File: config.mk
export PLATFORM = sky130hd
export DESIGN_NAME = gpu_axi_master
export DESIGN_NICKNAME = d
export VERILOG_FILES = /design/src/rtl/gpu_axi_pkg.sv /design/src/rtl/gpu_axi_master.sv
export SDC_FILE = /design/constraint.sdc
export NUM_CORES = 1
export LEC_CHECK = 0
export CAP_MARGIN = 5
export CORE_UTILIZATION = 33
export DETAILED_ROUTE_END_ITERATION = 7
export PLACE_DENSITY = 0.78
export SYNTH_ARGS = -nofsm -noshare
export SYNTH_HDL_FRONTEND = slang
export SYNTH_SLANG_ARGS = --single-unit
File: constraint.sdc
create_clock -name aclk -period 1.5 [get_ports aclk]
set_input_delay 0.225 -clock aclk [delete_from_list [all_inputs] [get_ports aclk]]
set_output_delay 0.225 -clock aclk [all_outputs]
set_load 0.005 [all_outputs]
File: src/rtl/gpu_axi_pkg.sv
// Shared definitions for the GPU AXI initiator.
// Contents:
//   state_t        - FSM state encoding
//   SIZE_4B        - AxSIZE for a 32-bit beat
//   BURST_INCR     - AxBURST encoding for INCR
//   RESP_OKAY      - xRESP encoding for OKAY
//   DEFAULT_AXI_ID - ID used when the instantiating engine does not override it
package gpu_axi_pkg;

    typedef enum logic [2:0] {
        ST_IDLE  = 3'd0,
        ST_WADDR = 3'd1,
        ST_WRESP = 3'd2,
        ST_RADDR = 3'd3,
        ST_RDATA = 3'd4,
        ST_RESP  = 3'd5
    } state_t;

    localparam logic [2:0] SIZE_4B        = 3'b010;
    localparam logic [1:0] BURST_INCR     = 2'b01;
    localparam logic [1:0] RESP_OKAY      = 2'b00;
    localparam logic [3:0] DEFAULT_AXI_ID = 4'h1;

endpackage

File: src/rtl/gpu_axi_master.sv
// Single-outstanding AXI initiator: converts the GPU request/response bus into
// one-beat 32-bit AXI reads or strobed writes.
//
// Ports:
//   aclk, areset            clock, synchronous active-high reset
//   req_*                   GPU request (valid/ready, wen=0 means read, addr, wdata)
//   resp_*                  GPU response (valid/ready, rdata, err)
//   m_aw*, m_w*, m_b*       AXI write address / data / response channels
//   m_ar*, m_r*             AXI read address / data channels
//
// state    | meaning
// ---------+-----------------------------------------------------------
// ST_IDLE  | req_ready high, waiting for a request
// ST_WADDR | AW and W beats offered, each dropped on its own handshake
// ST_WRESP | bready high, waiting for the write response
// ST_RADDR | arvalid high, waiting for arready
// ST_RDATA | rready high, waiting for the read beat
// ST_RESP  | resp_valid high, waiting for resp_ready
module gpu_axi_master
    import gpu_axi_pkg::*;
#(
    parameter logic [3:0] AXI_ID = DEFAULT_AXI_ID,
    parameter int         ADDR_W = 32
) (
    input  logic              aclk,
    input  logic              areset,

    input  logic              req_valid,
    output logic              req_ready,
    input  logic [3:0]        req_wen,
    input  logic [ADDR_W-1:0] req_addr,
    input  logic [31:0]       req_wdata,

    output logic              resp_valid,
    input  logic              resp_ready,
    output logic [31:0]       resp_rdata,
    output logic              resp_err,

    output logic [3:0]        m_awid,
    output logic [ADDR_W-1:0] m_awaddr,
    output logic [7:0]        m_awlen,
    output logic [2:0]        m_awsize,
    output logic [1:0]        m_awburst,
    output logic              m_awlock,
    output logic [3:0]        m_awcache,
    output logic [2:0]        m_awprot,
    output logic              m_awvalid,
    input  logic              m_awready,

    output logic [3:0]        m_wid,
    output logic [31:0]       m_wdata,
    output logic [3:0]        m_wstrb,
    output logic              m_wlast,
    output logic              m_wvalid,
    input  logic              m_wready,

    input  logic [3:0]        m_bid,
    input  logic [1:0]        m_bresp,
    input  logic              m_bvalid,
    output logic              m_bready,

    output logic [3:0]        m_arid,
    output logic [ADDR_W-1:0] m_araddr,
    output logic [7:0]        m_arlen,
    output logic [2:0]        m_arsize,
    output logic [1:0]        m_arburst,
    output logic              m_arlock,
    output logic [3:0]        m_arcache,
    output logic [2:0]        m_arprot,
    output logic              m_arvalid,
    input  logic              m_arready,

    input  logic [3:0]        m_rid,
    input  logic [31:0]       m_rdata,
    input  logic [1:0]        m_rresp,
    input  logic              m_rlast,
    input  logic              m_rvalid,
    output logic              m_rready
);

    state_t            state;
    logic              aw_done;
    logic              w_done;
    logic [ADDR_W-1:0] addr_q;
    logic [3:0]        wen_q;
    logic [31:0]       wdata_q;

    logic aw_hs;
    logic w_hs;
    assign aw_hs = m_awvalid && m_awready;
    assign w_hs  = m_wvalid && m_wready;

    // Only the SLVERR/DECERR bit of xRESP matters; EXOKAY is treated as success.
    logic unused_bits;
    assign unused_bits = ^{req_addr[1:0], m_bresp[0], m_rresp[0]};

    // Address/data/strobe come straight from the request latch, so they stay
    // stable for the whole life of the transaction.
    assign m_awid    = AXI_ID;
    assign m_awaddr  = addr_q;
    assign m_awlen   = 8'd0;
    assign m_awsize  = SIZE_4B;
    assign m_awburst = BURST_INCR;
    assign m_awlock  = 1'b0;
    assign m_awcache = 4'd0;
    assign m_awprot  = 3'd0;

    assign m_wid     = AXI_ID;
    assign m_wdata   = wdata_q;
    assign m_wstrb   = wen_q;
    assign m_wlast   = 1'b1;

    assign m_arid    = AXI_ID;
    assign m_araddr  = addr_q;
    assign m_arlen   = 8'd0;
    assign m_arsize  = SIZE_4B;
    assign m_arburst = BURST_INCR;
    assign m_arlock  = 1'b0;
    assign m_arcache = 4'd0;
    assign m_arprot  = 3'd0;

    always_ff @(posedge aclk) begin
        if (areset) begin
            state      <= ST_IDLE;
            aw_done    <= 1'b0;
            w_done     <= 1'b0;
            addr_q     <= '0;
            wen_q      <= 4'd0;
            wdata_q    <= 32'd0;
            req_ready  <= 1'b1;
            resp_valid <= 1'b0;
            resp_err   <= 1'b0;
            resp_rdata <= 32'd0;
            m_awvalid  <= 1'b0;
            m_wvalid   <= 1'b0;
            m_bready   <= 1'b0;
            m_arvalid  <= 1'b0;
            m_rready   <= 1'b0;
        end else begin
            unique case (state)
                ST_IDLE: begin
                    if (req_valid) begin
                        addr_q    <= {req_addr[ADDR_W-1:2], 2'b00};
                        wen_q     <= req_wen;
                        wdata_q   <= req_wdata;
                        req_ready <= 1'b0;
                        if (req_wen != 4'b0000) begin
                            state     <= ST_WADDR;
                            m_awvalid <= 1'b1;
                            m_wvalid  <= 1'b1;
                        end else begin
                            state     <= ST_RADDR;
                            m_arvalid <= 1'b1;
                        end
                    end
                end
                ST_WADDR: begin
                    if (aw_hs) begin
                        m_awvalid <= 1'b0;
                        aw_done   <= 1'b1;
                    end
                    if (w_hs) begin
                        m_wvalid <= 1'b0;
                        w_done   <= 1'b1;
                    end
                    // Completion counts a handshake happening this very cycle,
                    // so simultaneous AW/W acceptance moves on without a bubble.
                    if ((aw_done || aw_hs) && (w_done || w_hs)) begin
                        state    <= ST_WRESP;
                        m_bready <= 1'b1;
                        aw_done  <= 1'b0;
                        w_done   <= 1'b0;
                    end
                end
                ST_WRESP: begin
                    if (m_bvalid) begin
                        state      <= ST_RESP;
                        m_bready   <= 1'b0;
                        resp_valid <= 1'b1;
                        resp_rdata <= 32'd0;
                        resp_err   <= m_bresp[1] | (m_bid != AXI_ID);
                    end
                end
                ST_RADDR: begin
                    if (m_arready) begin
                        state     <= ST_RDATA;
                        m_arvalid <= 1'b0;
                        m_rready  <= 1'b1;
                    end
                end
                ST_RDATA: begin
                    if (m_rvalid) begin
                        state      <= ST_RESP;
                        m_rready   <= 1'b0;
                        resp_valid <= 1'b1;
                        resp_rdata <= m_rdata;
                        resp_err   <= m_rresp[1] | (m_rid != AXI_ID) | !m_rlast;
                    end
                end
                ST_RESP: begin
                    if (resp_ready) begin
                        state      <= ST_IDLE;
                        resp_valid <= 1'b0;
                        req_ready  <= 1'b1;
                    end
                end
                default: begin
                    state <= ST_IDLE;
                end
            endcase
        end
    end

endmodule

==> reports/qor.yml <==
rsz0062_at_grt: "true"
hp-start: "areset"
skew_ns: 0.00703
p_int_mw: 7.77
fmax_mhz: 650
post-route-util: 0.582
drive_above_1_share: 0.165
power_frac_seq: 0.323
wl_per_cell_um: 15.9
final_area_sq_um: 8150
grt_pass1_wl_mm: 21.0
fin_cells: 1002
grt_max_degree: 49
powerDensity_nw_per_um2: 1440
async_reset_ff_frac: 0
slowest_stage: "or3b_4"
cp-start-kind: "flip-flop"
end_kind: "flip-flop"
cts_buffer_depth: 2
vdd_drop_max_mv: 0.565
fp.dieH_um: 122
met2_length_mm: 8.16
synth.distinct_cells: 43
rows: 43
p_comb_frac: 0.477
drc: 0
io_pins: 317
cp_num_cells: 7
synth_common_cells: "nand2_1 (141), dfxtp_1 (111), buf_4 (92), a21oi_1 (75), nor2_1 (36)"
grt.overflow.total: 0
cp_slowest_stage_delay_ns: 0.40
reg2reg_slack_ns: -0.04
synth_top_area_frac: 0.467
ys_seq_area_frac: 0.467
hold_viol_final: 0
syn_inst: 573
ys.warnings.count: 0
vias: 4663
syn2layout_area_growth_pct: 71.3
r2r_start: "state[2]"
clock-root-buffer: "clkbuf_16"
placed_cells: 965
path_buf_inv: 3
top_layer: "met4"
grt_pass1_vias: 4182
io_buffers: 253
critPathTopFamily: "simple AND/OR/NAND/NOR gates"
antenna_cells: 0
clock_latency_ns: 0.34
fin_nets: 939
setup_viol_count_final: 45
synth_most_common_cell: "nand2_1"
syn-cell-area_sq_um: 4760
synth_edf_count: 0
multiInputGateArea_sq_um: 2150
syn_area_per_cell_sq_um: 8.30
cts_tree: "yes"
antenna_found_initial: 0
crit_chain: "buf_6 -> or3b_4 -> o2111ai_4 -> buf_6 -> buf_8 -> a22oi_2 -> nor2_1"
wl_met3_mm: 1.55
cp-startpoint: "state[2]"
p_switching_mw: 3.97
fin_crit_ns: 1.54
switching_share: 0.338
initialDrtViolationCount: 190
p_clk_frac: 0.200
min_to: "resp_rdata[14]"
r2r_cells: 7
core_area_sq_um: 14000
die_w_um: 122
crit_top_cell: "buf_6"
fin_crit_sh: 1.03
hold_buffers: 0
holdPathStages: 2
nFillCells: 1226
fin_tns_setup_ns: -0.586
failed_checks: "negative setup slack"
numCtsBuffers: 9
final_antenna_net_count: 0
crit_arrival_ns: 1.82
via_per_inst: 4.65
ys.flop_type: "dfxtp_1"
m1WireLength_mm: 6.01
cp.required_ns: 1.78
placed_area_sq_um: 7140
gp_congestion: 0.835
synth_top_cell_by_area: "dfxtp_1"
htree_levels: 3
crit_fanout: 8
pre_cts_ws_ns: -0.425
wl_mm: 15.9
grt_util_all_layers: 0.183
yosys-top-cells-area: "dfxtp_1 (47%), buf_4 (15%), nand2_1 (11%)"
maxCapViolCount: 0
hp-class: "in -> reg"
initial_utilization: 0.340
outcome: "finished with violations"
r2r-end: "resp_rdata[18]"
die_area_sq_um: 14900
slew_violations: 0
leakagePower_nw: 3.16
post-dp-hpwl_mm: 9.42
regArea_sq_um: 2230
clk_pin_slew_ns: 0.07
synth_seq_cells: 111
cts.sinks: 111
drtPass1Iterations: 4
worst_slack_ns: -0.0389
critPathKind: "reg -> reg"
-- what timing repair did --
item	4_1_cts	5_1_grt
cloned	4	11
resized for setup	46	47
setup buffers	4	2
setup endpoints to repair	110	115
endpoints found under the hold margin	0	0
pin swaps	3	7
-- cell families (layout without fill, tap and decap cells) --
family	after synthesis	after routing	share of synthesized area
AO/OA/AOI/OAI	129	129	0.167
XOR/XNOR	1	1	0.00184
buffers and inverters	129	321	0.185
flip-flops	111	111	0.467
multiplexers	1	1	0.00210
other	2	59	0.00158
AND/OR/NAND/NOR	200	200	0.175
-- routing by layer --
metal  vias up  global-route usage
met5         -                   0
met4         0              0.0724
met3        15              0.0576
met2       243               0.322
met1      2158               0.204
li1       2247                   -
-- registers in the layout, summed over array words and instances, names as in the netlist --
| register | count |
|---|---|
| m_wdata | 32 |
| resp_rdata | 32 |
| m_araddr | 30 |
| m_wstrb | 4 |
| state | 3 |
| aw_done | 1 |
| m_arvalid | 1 |
| m_awvalid | 1 |
| m_bready | 1 |
| m_rready | 1 |
| m_wvalid | 1 |
| req_ready | 1 |
| resp_err | 1 |
| resp_valid | 1 |
| w_done | 1 |
-- how the worst max path moves through the flow --
stage | end | slack [ns]
6_report | resp_rdata[18] | -0.04
5_1_grt | resp_rdata[28] | -0.10
4_1_cts | resp_rdata[0] | -0.02
3_5_place_dp | m_araddr[23] | -0.42
3_3_place_gp | m_wdata[12] | -0.41
2_1_floorplan | m_arvalid | 0.005
-- cell usage in the layout, fill, tap and decap left out, types with 2 or more instances in the layout --
cell,n
dfxtp_1,105
nand2_2,16
or4b_4,2
nor2_1,36
clkbuf_8,2
a31oi_1,3
clkbuf_16,17
a21oi_2,3
dlygate4sd2_1,5
a22oi_2,21
nand4_1,3
inv_1,2
conb_1,59
a21o_1,2
buf_6,9
nand2_1,125
dlymetal6s2s_1,4
buf_12,7
nor3_1,3
buf_4,21
dfxtp_2,5
clkdlybuf4s50_1,243
a22oi_1,12
inv_6,2
buf_16,3
buf_8,2
a21oi_1,72
-- per-stage QoR --
| step | power, mW | hold WS [ns] |
|---|---|---|
| after floorplan | 5.96 | 0.348 |
| after global placement | 7.74 | 0.441 |
| after detailed placement | 7.80 | 0.446 |
| after CTS | 10.8 | 0.278 |
| after global routing | 12.4 | 0.291 |
| final | 11.7 | 0.284 |
-- power by group through the flow --
stage | Combinational (mW) | Clock [mW] | Sequential (mW)
floorplan | 2.13 | 0 | 3.83
global placement | 3.93 | 0 | 3.81
detailed placement | 3.97 | 0 | 3.83
CTS | 4.65 | 2.41 | 3.78
global route | 6.03 | 2.53 | 3.85
finish | 5.60 | 2.35 | 3.79
-- area by class of cell --
| class | count | share of cell area |
|---|---|---|
| repair buffers | 302 | 0.397 |
| clock buffers | 11 | 0.0310 |
| multi-input cells | 390 | 0.264 |
| flip-flops and latches | 111 | 0.274 |
| clock inverters | 5 | 0.00476 |
| inverters | 3 | 0.00138 |
| well taps | 180 | 0.0276 |
No activity file was read; power rests on OpenSTA's default activity.
